$ cat src/rtl/sdpram_rd_arb.sv
// Round-robin read-port arbiter for a single-clock simple dual-port RAM.
// Tags each accepted read and returns it one-hot to its owner after the RAM read latency.
module sdpram_rd_arb #(
  parameter int unsigned REQ_NUM     = 4,
  parameter int unsigned ADDR_WIDTH  = 10,
  parameter int unsigned DATA_WIDTH  = 8,
  parameter int unsigned RAM_OUT_REG = 1
) (
  input  logic                          clk_sys,
  input  logic                          rst,
  input  logic                          arb_en,
  input  logic [REQ_NUM-1:0]            req_vld,
  input  logic [REQ_NUM*ADDR_WIDTH-1:0] req_addr,
  output logic [REQ_NUM-1:0]            req_rdy,
  input  logic                          wr_en,
  input  logic [ADDR_WIDTH-1:0]         wr_addr,
  output logic                          ram_rdclocken,
  output logic [ADDR_WIDTH-1:0]         ram_rdaddress,
  input  logic [DATA_WIDTH-1:0]         ram_q,
  output logic [REQ_NUM-1:0]            rsp_vld,
  output logic [DATA_WIDTH-1:0]         rsp_data,
  output logic [15:0]                   coll_cnt
);

  localparam int unsigned GNT_W = (REQ_NUM > 1) ? $clog2(REQ_NUM) : 1;
  localparam int unsigned LAT   = 1 + RAM_OUT_REG;

  logic [GNT_W-1:0]      last_gnt_q, last_gnt_d;
  logic [ADDR_WIDTH-1:0] rdaddr_q, rdaddr_d;
  logic [15:0]           coll_cnt_q, coll_cnt_d;
  logic [REQ_NUM-1:0]    tag_q [LAT];

  logic [GNT_W-1:0]      cand_idx;
  logic                  cand_found;
  logic [ADDR_WIDTH-1:0] cand_addr;
  logic                  coll;
  logic                  grant;
  int unsigned           idx;

  // First valid requester searching upward from last_gnt+1, wrapping.
  always_comb begin
    cand_found = 1'b0;
    cand_idx   = '0;
    idx        = 0;
    for (int unsigned k = 1; k <= REQ_NUM; k++) begin
      idx = (32'(last_gnt_q) + k) % REQ_NUM;
      if (!cand_found && req_vld[GNT_W'(idx)]) begin
        cand_found = 1'b1;
        cand_idx   = GNT_W'(idx);
      end
    end
  end

  // A same-cycle write to the candidate address stalls the read; the candidate keeps priority.
  always_comb begin
    cand_addr     = req_addr[cand_idx*ADDR_WIDTH +: ADDR_WIDTH];
    coll          = !rst && arb_en && cand_found && wr_en && (wr_addr == cand_addr);
    grant         = !rst && arb_en && cand_found && !coll;
    req_rdy       = grant ? (REQ_NUM'(1) << cand_idx) : '0;
    rdaddr_d      = grant ? cand_addr : rdaddr_q;
    ram_rdaddress = rdaddr_d;
    last_gnt_d    = grant ? cand_idx : last_gnt_q;
    coll_cnt_d    = coll_cnt_q;
    if (coll && (coll_cnt_q != 16'hFFFF)) begin
      coll_cnt_d = coll_cnt_q + 16'd1;
    end
  end

  always_ff @(posedge clk_sys) begin
    if (rst) begin
      last_gnt_q <= GNT_W'(REQ_NUM - 1);
      rdaddr_q   <= '0;
      coll_cnt_q <= '0;
      for (int unsigned i = 0; i < LAT; i++) begin
        tag_q[i] <= '0;
      end
    end else begin
      last_gnt_q <= last_gnt_d;
      rdaddr_q   <= rdaddr_d;
      coll_cnt_q <= coll_cnt_d;
      tag_q[0]   <= req_rdy;
      for (int unsigned i = 1; i < LAT; i++) begin
        tag_q[i] <= tag_q[i-1];
      end
    end
  end

  assign rsp_vld       = tag_q[LAT-1];
  assign rsp_data      = ram_q;
  assign coll_cnt      = coll_cnt_q;
  assign ram_rdclocken = 1'b1;

endmodule

$ cat config.mk
export PLATFORM = sky130hd
export DESIGN_NAME = sdpram_rd_arb
export DESIGN_NICKNAME = d
export VERILOG_FILES = /design/src/rtl/sdpram_rd_arb.sv
export SDC_FILE = /design/constraint.sdc
export NUM_CORES = 1
export LEC_CHECK = 0
export BUFFER_PORTS_ARGS = -buffer_cell sky130_fd_sc_hd__buf_2
export CAP_MARGIN = 20
export CORE_UTILIZATION = 50
export CTS_CLUSTER_SIZE = 25
export DETAILED_ROUTE_END_ITERATION = 12
export PLACE_DENSITY = 0.81
export SLEW_MARGIN = 20
export SYNTH_ARGS = -nofsm -noshare
export SYNTH_HDL_FRONTEND = slang
export SYNTH_SLANG_ARGS = --single-unit
$ cat constraint.sdc
create_clock -name clk_sys -period 3.03 [get_ports clk_sys]
set_input_delay 0.4545 -clock clk_sys [delete_from_list [all_inputs] [get_ports clk_sys]]
set_output_delay 0.4545 -clock clk_sys [all_outputs]
set_load 0.05 [all_outputs]
Word-level counts from Yosys, hierarchy flattened
Memories as Yosys holds them, arrays and structs flattened.
Index checks and enable logic that the tools add are counted.
{ "totals": {"register_bits": 28, "wordCells": 57, "out_inout_bits": 43, "inputBits": 66, "mem_count": 1, "mem_bits_rw": 8} }
{ "memory_table": {"columns": ["name", "depth", "word_bits", "read_ports", "rd_ports_with_merged_regs", "write_ports", "line", "source"], "rows": [
  ["tag_q", 2, 4, 2, 0, 2, "31", "logic [REQ_NUM-1:0] tag_q [LAT];"]
]} }
{ "op_classes": {"addsub": 5, "magnitude_cmp": 4, "shifts": 2, "bitwise_logic": 2, "multipliers": 1, "n_reduce_logical": 14, "mux": 23, "n_eq_ne": 2} }
{ "op_table": {"columns": ["cell", "n"], "rows": [
  ["variable part select 40 x 7 -> 10 bit", 1],
  ["adder 16 x 1 -> 16 bit (second input constant)", 1],
  ["inequality test 16 bit (second input constant)", 1],
  ["< comparator 2 x 3 -> 1 bit (second input constant)", 4],
  ["2-to-1 mux 4 bit", 3],
  ["2-to-1 mux 1 bit", 11],
  ["== test 10 bit", 1],
  ["2-to-1 mux 10 bit", 1],
  ["logical AND 1 bit", 9],
  ["binary-select mux 1 bit (select 2 bit)", 4],
  ["2-to-1 mux 2 bit", 4],
  ["logical NOT 1 bit", 5],
  ["multiplier 2 x 3 -> 5 bit (second input constant)", 1],
  ["adder 2 x 1 -> 2 bit (second input constant)", 2],
  ["adder 2 bit (second input constant)", 2],
  ["left shift 1 x 2 -> 4 bit (first input constant)", 1],
  ["bitwise OR 1 bit", 2]
]} }

Depth between registers and ports, before layout
{ "depth": {"ltp_word": 21, "mapped_depth": 13, "depth_no_buf": 9} }

Worst setup path after synthesis
Ideal clock, no wire load.
{ "synth_timing": {"path_kind": "input port to output port", "start": "input req_vld[3]", "end": "output req_rdy[0]", "setup_slack_ns": -1.027, "stages": 11, "arrival_ns": 3.603, "path_cell_list": "and2b_1 -> o21ai_1 -> and2_2 -> buf_6 -> nand3_2 -> and3_1 -> o22a_1 -> and4_1 -> buf_4 -> buf_2 -> nor4_1"} }
{ "synth_via": {"elab_chain_cells": 19, "elab_cells_between_ends": 32, "cone_classes": "mul (1); eq/ne (1); shift (2); mux (17); reduce/logical (11)"} }
{ "synth_rtl": {"columns": ["element", "line", "source"], "rows": [
  ["from (decl)", "12", "input logic [REQ_NUM-1:0] req_vld,"],
  ["binary-select mux 1 bit (select 2 bit)", "47", "if (!cand_found && req_vld[GNT_W'(idx)]) begin"],
  ["2-to-1 mux 1 bit (not written as such)", "47", null],
  ["2-to-1 mux 1 bit", "47", null],
  ["logical NOT 1 bit", "47", null],
  ["logical AND 1 bit", "47", null],
  ["2-to-1 mux 1 bit", "47", null],
  ["logical NOT 1 bit", "47", null],
  ["logical AND 1 bit", "47", null],
  ["[3 not listed]", null, null],
  ["2-to-1 mux 2 bit", "47", null],
  ["multiplier 2 x 3 -> 5 bit", "56", "cand_addr = req_addr[cand_idx*ADDR_WIDTH +: ADDR_WIDTH];"],
  ["variable part select 40 x 7 -> 10 bit", "56", null],
  ["== test 10 bit", "57", "coll = !rst && arb_en && cand_found && wr_en && (wr_addr == cand_addr);"],
  ["logical AND 1 bit", "57", null],
  ["logical NOT 1 bit", "58", "grant = !rst && arb_en && cand_found && !coll;"],
  ["logical AND 1 bit", "58", null],
  ["2-to-1 mux 4 bit *", "59", "req_rdy = grant ? (REQ_NUM'(1) << cand_idx) : '0;"],
  ["to (decl)", "14", "output logic [REQ_NUM-1:0] req_rdy,"]
]} }
Mark *: on every way between the ends. The rest lies on a longest branch, timed or not. The select of a mux whose other input is x is not followed.

Worst setup path after layout
{ "layout_timing": {"start": "register last_gnt_q[1]", "end": "output ram_rdaddress[1]"} }
{ "layout_via": {"elab_chain_cells": 20, "elab_cells_between_ends": 35, "cone_classes": "add/sub (4); mul (1); eq/ne (1); shift (1); mux (17); reduce/logical (11)"} }
{ "layout_rtl": {"columns": ["element", "line", "source"], "rows": [
  ["from (decl)", "28", "logic [GNT_W-1:0] last_gnt_q, last_gnt_d;"],
  ["from (signal assigned)", "71", "last_gnt_q <= GNT_W'(REQ_NUM - 1);"],
  ["from (signal assigned)", "78", "last_gnt_q <= last_gnt_d;"],
  ["adder 2 x 1 -> 2 bit", "46", "idx = (32'(last_gnt_q) + k) % REQ_NUM;"],
  ["binary-select mux 1 bit (select 2 bit)", "47", null],
  ["2-to-1 mux 1 bit (not written as such)", "47", null],
  ["2-to-1 mux 1 bit", "47", null],
  ["logical NOT 1 bit", "47", null],
  ["logical AND 1 bit", "47", null],
  ["2-to-1 mux 1 bit", "47", null],
  ["logical NOT 1 bit", "47", null],
  ["[4 not listed]", null, null],
  ["2-to-1 mux 2 bit", "47", null],
  ["multiplier 2 x 3 -> 5 bit", "56", null],
  ["variable part select 40 x 7 -> 10 bit", "56", null],
  ["== test 10 bit", "57", null],
  ["logical AND 1 bit", "57", null],
  ["logical NOT 1 bit", "58", null],
  ["logical AND 1 bit", "58", null],
  ["2-to-1 mux 10 bit *", "60", "rdaddr_d = grant ? cand_addr : rdaddr_q;"],
  ["to (decl)", "18", "output logic [ADDR_WIDTH-1:0] ram_rdaddress,"]
]} }
Marked as above.

==> flow_metrics.env <==
export IMPL_slowest_stage="dfxtp_4"
export IMPL_cp_num_buf_inv=5
export IMPL_clock_latency_ns=0.30
export IMPL_cp_max_fo=7
export IMPL_slew_viol_final=0
export IMPL_critical_path_class="reg2out"
export IMPL_core_region_area_mm2=0.00551
export IMPL_fin_nets=603
export IMPL_vias_per_cell=6.73
export IMPL_hpwlAfterDp_um=6360
export IMPL_synthFlopType="dfxtp_1"
export IMPL_grt_max_degree=46
export IMPL_io_pins=109
export IMPL_gp_congestion=0.896
export IMPL_p_per_area_mw_per_mm2=404
export IMPL_peakVddDrop_v=0.000293
export IMPL_utilization=0.866
export IMPL_clockRootBuffer="clkbuf_8"
export IMPL_wirelength_um=13600
export IMPL_post_route_min_period_ns=3.53
export IMPL_htreeDepth=2
export IMPL_dp_cells=577
export IMPL_antenna_found_initial=0
export IMPL_stdcell_count=609
export IMPL_synth_area_mm2=0.00286
export IMPL_clockPowerShare=0.222
export IMPL_max_stage_delay_ns=0.40
export IMPL_yosys_area_top_type="dfxtp_1"
export IMPL_use_met3=0.0800
export IMPL_final_cell_area_mm2=0.00477
export IMPL_crit_required_ns=2.58
export IMPL_grt_overflow_total=0
export IMPL_synth_cells=390
export IMPL_synth_edf_count=0
export IMPL_synthTopCellsByArea="dfxtp_1 25%, nand3_1 6.0%, buf_4 5.3%"
export IMPL_cp_data_arrival_time_ns=3.08
export IMPL_p_int_mw=1.17
export IMPL_hold_class="reg2reg"
export IMPL_port_buffers=91
export IMPL_p_sw_frac=0.394
export IMPL_use_met2=0.643
export IMPL_num_antenna_cells=0
export IMPL_yosysSeqAreaShare=0.252
export IMPL_p_seq_frac=0.265
export IMPL_syn_to_final_growth_pct=66.8
export IMPL_ys_types=58
export IMPL_row_count=27
export IMPL_fp_dieArea_mm2=0.00602
export IMPL_violations="negative setup slack"
export IMPL_ys_warn_count=0
export IMPL_skew_ns=0.00304
export IMPL_grt_busiest_layer="met2"
export IMPL_syn_nets=457
export IMPL_die_w_um=77.6
export IMPL_die_h_um=77.6
export IMPL_ctsHoldBuffers=0
export IMPL_postRouteAntennaNets=0
export IMPL_switchingPower_mw=0.761
export IMPL_grt_first_pass_wirelength_um=17500
export IMPL_place_area_mm2=0.00382
export IMPL_cts_sinks=36
export IMPL_synth_async_reset_ratio=0
export IMPL_grt_pass1_vias=3715
export IMPL_grt_setup_unrepaired="yes"
export IMPL_r2r_setup_slack_ns=-0.28
export IMPL_post_synth_cell_area_avg_um2=7.33
export IMPL_p_leak_nw=2.10
export IMPL_power_frac_comb=0.513
export IMPL_grt_usage=0.367
export IMPL_cp_start_kind="flip-flop"
export IMPL_path_cells="mux2i_4 -> o21a_4 -> buf_12 -> buf_16 -> o2111ai_1 -> a21oi_2 -> a211oi_2 -> nor4_4 -> buf_4 -> nand4_1 -> buf_4 -> nand4_1 -> nand2_2 -> buf_8"
export IMPL_finalHoldViolations=0
export IMPL_firstDrtPassIters=5
export IMPL_status="complete, but fails checks"
export IMPL_fin_crit_sh=1.17
export IMPL_use_met1=0.405
export IMPL_routedWlPerCell_um=22.4
export IMPL_synth_commonest_cells="36 x dfxtp_1, 36 x nand2_1, 34 x nand3_1, 26 x nor2_1, 22 x a21oi_1"
export IMPL_drive_above_1_share=0.549
export IMPL_finalSetupViolCount=30
export IMPL_slew_headroom=0.622
export IMPL_ys_ff_latch=36
export IMPL_numCtsBuffers=5
export IMPL_clk_path_buf_depth=2
export IMPL_drv_cap=0
export IMPL_clkTransAtPathRegs_ns=0.07
export IMPL_cp_end_kind="primary output"
export IMPL_drc_errors=0
export IMPL_final_setup_worst_slack_ns=-0.504
export IMPL_drt_iter0_markers=578
export IMPL_path_delay_family="buffers and inverters"
export IMPL_start_util=0.519
export IMPL_yosys_area_top_type_share=0.252
export IMPL_worst_pin_slew_ns=0.558
export IMPL_vias=4099
export IMPL_place_ws_ns=-0.480
export IMPL_fmax_mhz=283
export IMPL_cts_tree="done"
## area by class of cell
type                    instances  area [µm²]
multi-input cells             303        2430
fillers                       263         739
clock inverters                 2        35.0
inverters                      12        45.0
repair buffers                178        1370
flip-flops and latches         36         726
well taps                      72        90.1
clock buffers                   6        72.6
## through the flow
stage | hold slack, ns | power, mW | setup TNS (ns)
5_1_grt | 0.463 | 1.99 | -12.72
3_5_place_dp | 0.429 | 1.19 | -7.93
4_1_cts | 0.445 | 1.77 | -4.12
2_1_floorplan | 0.414 | 0.973 | -0.0421
3_3_place_gp | 0.418 | 1.17 | -5.46
6_report | 0.454 | 1.93 | -9.86
## state kept, by name, indices dropped and copies added (netlist names)
name        flops
rdaddr_q       10
last_gnt_q      2
coll_cnt       16
tag_q           8
## repair_timing
action | 4_1_cts | 5_1_grt
endpoints found under the hold margin | 0 | 0
resized for setup | 96 | 50
buffers inserted | 16 | 8
setup endpoints to repair | 14 | 28
gates cloned | 2 | 1
pin swaps | 23 | 19
## layer usage
metal | part of all wire | routed length, µm
met1 | 0.35 | 4740
met2 | 0.48 | 6540
met3 | 0.093 | 1270
met4 | 0.078 | 1070
met5 | 0 | 0
## cell families (layout without fill, tap and decap cells)
kind of cell    Yosys count  in the layout  share of synthesized area
other cells               1              1                    0.00131
flops                    36             36                      0.252
xor+xnor                  1              1                    0.00307
compound gates          105            106                      0.242
simple gates            184            184                      0.350
fa+ha+maj                 1              1                    0.00438
buf+inv                  52            198                      0.109
mux                      10             10                     0.0372
## power groups by stage
stage / Sequential [mW] / Combinational [mW] / Clock, mW
after floorplan: 0.511 / 0.462 / 0
after global routing: 0.512 / 1.03 / 0.449
after global placement: 0.513 / 0.657 / 0
after detailed placement: 0.514 / 0.674 / 0
final: 0.511 / 0.989 / 0.428
after CTS: 0.507 / 0.845 / 0.422
## worst paths after layout
kind | start | endpoint | depth (start not counted)
worst max register to register | last_gnt_q[1]$_SDFFE_PP1P_ | coll_cnt[9]$_SDFFE_PP0P_ | 13
worst min register to register | tag_q[0][1]$_SDFF_PP0_ | tag_q[0][5]$_SDFF_PP0_ | 1
worst max-delay path | last_gnt_q[1]$_SDFFE_PP1P_ | ram_rdaddress[1] | 14
worst min-delay path | tag_q[0][1]$_SDFF_PP0_ | tag_q[0][5]$_SDFF_PP0_ | 1
## cells in the final DEF (no fill, tap or decap), drive strengths merged, types with 3 or more instances in the layout
cell type and n:
mux2i 5, nor2 27, o31ai 3, nor4 9
nor3 4, a211oi 9, dfxtp 36, or4 8
nor2b 16, o21ai 37, nand3 37, mux2 5
o2111ai 6, inv 12, nand4 5, a21oi 23
a31oi 6, and2 5, nand2 37, nand2b 13
o221ai 5, and3 17, clkbuf 6, buf 178
No activity file was read; power rests on OpenSTA's default activity.
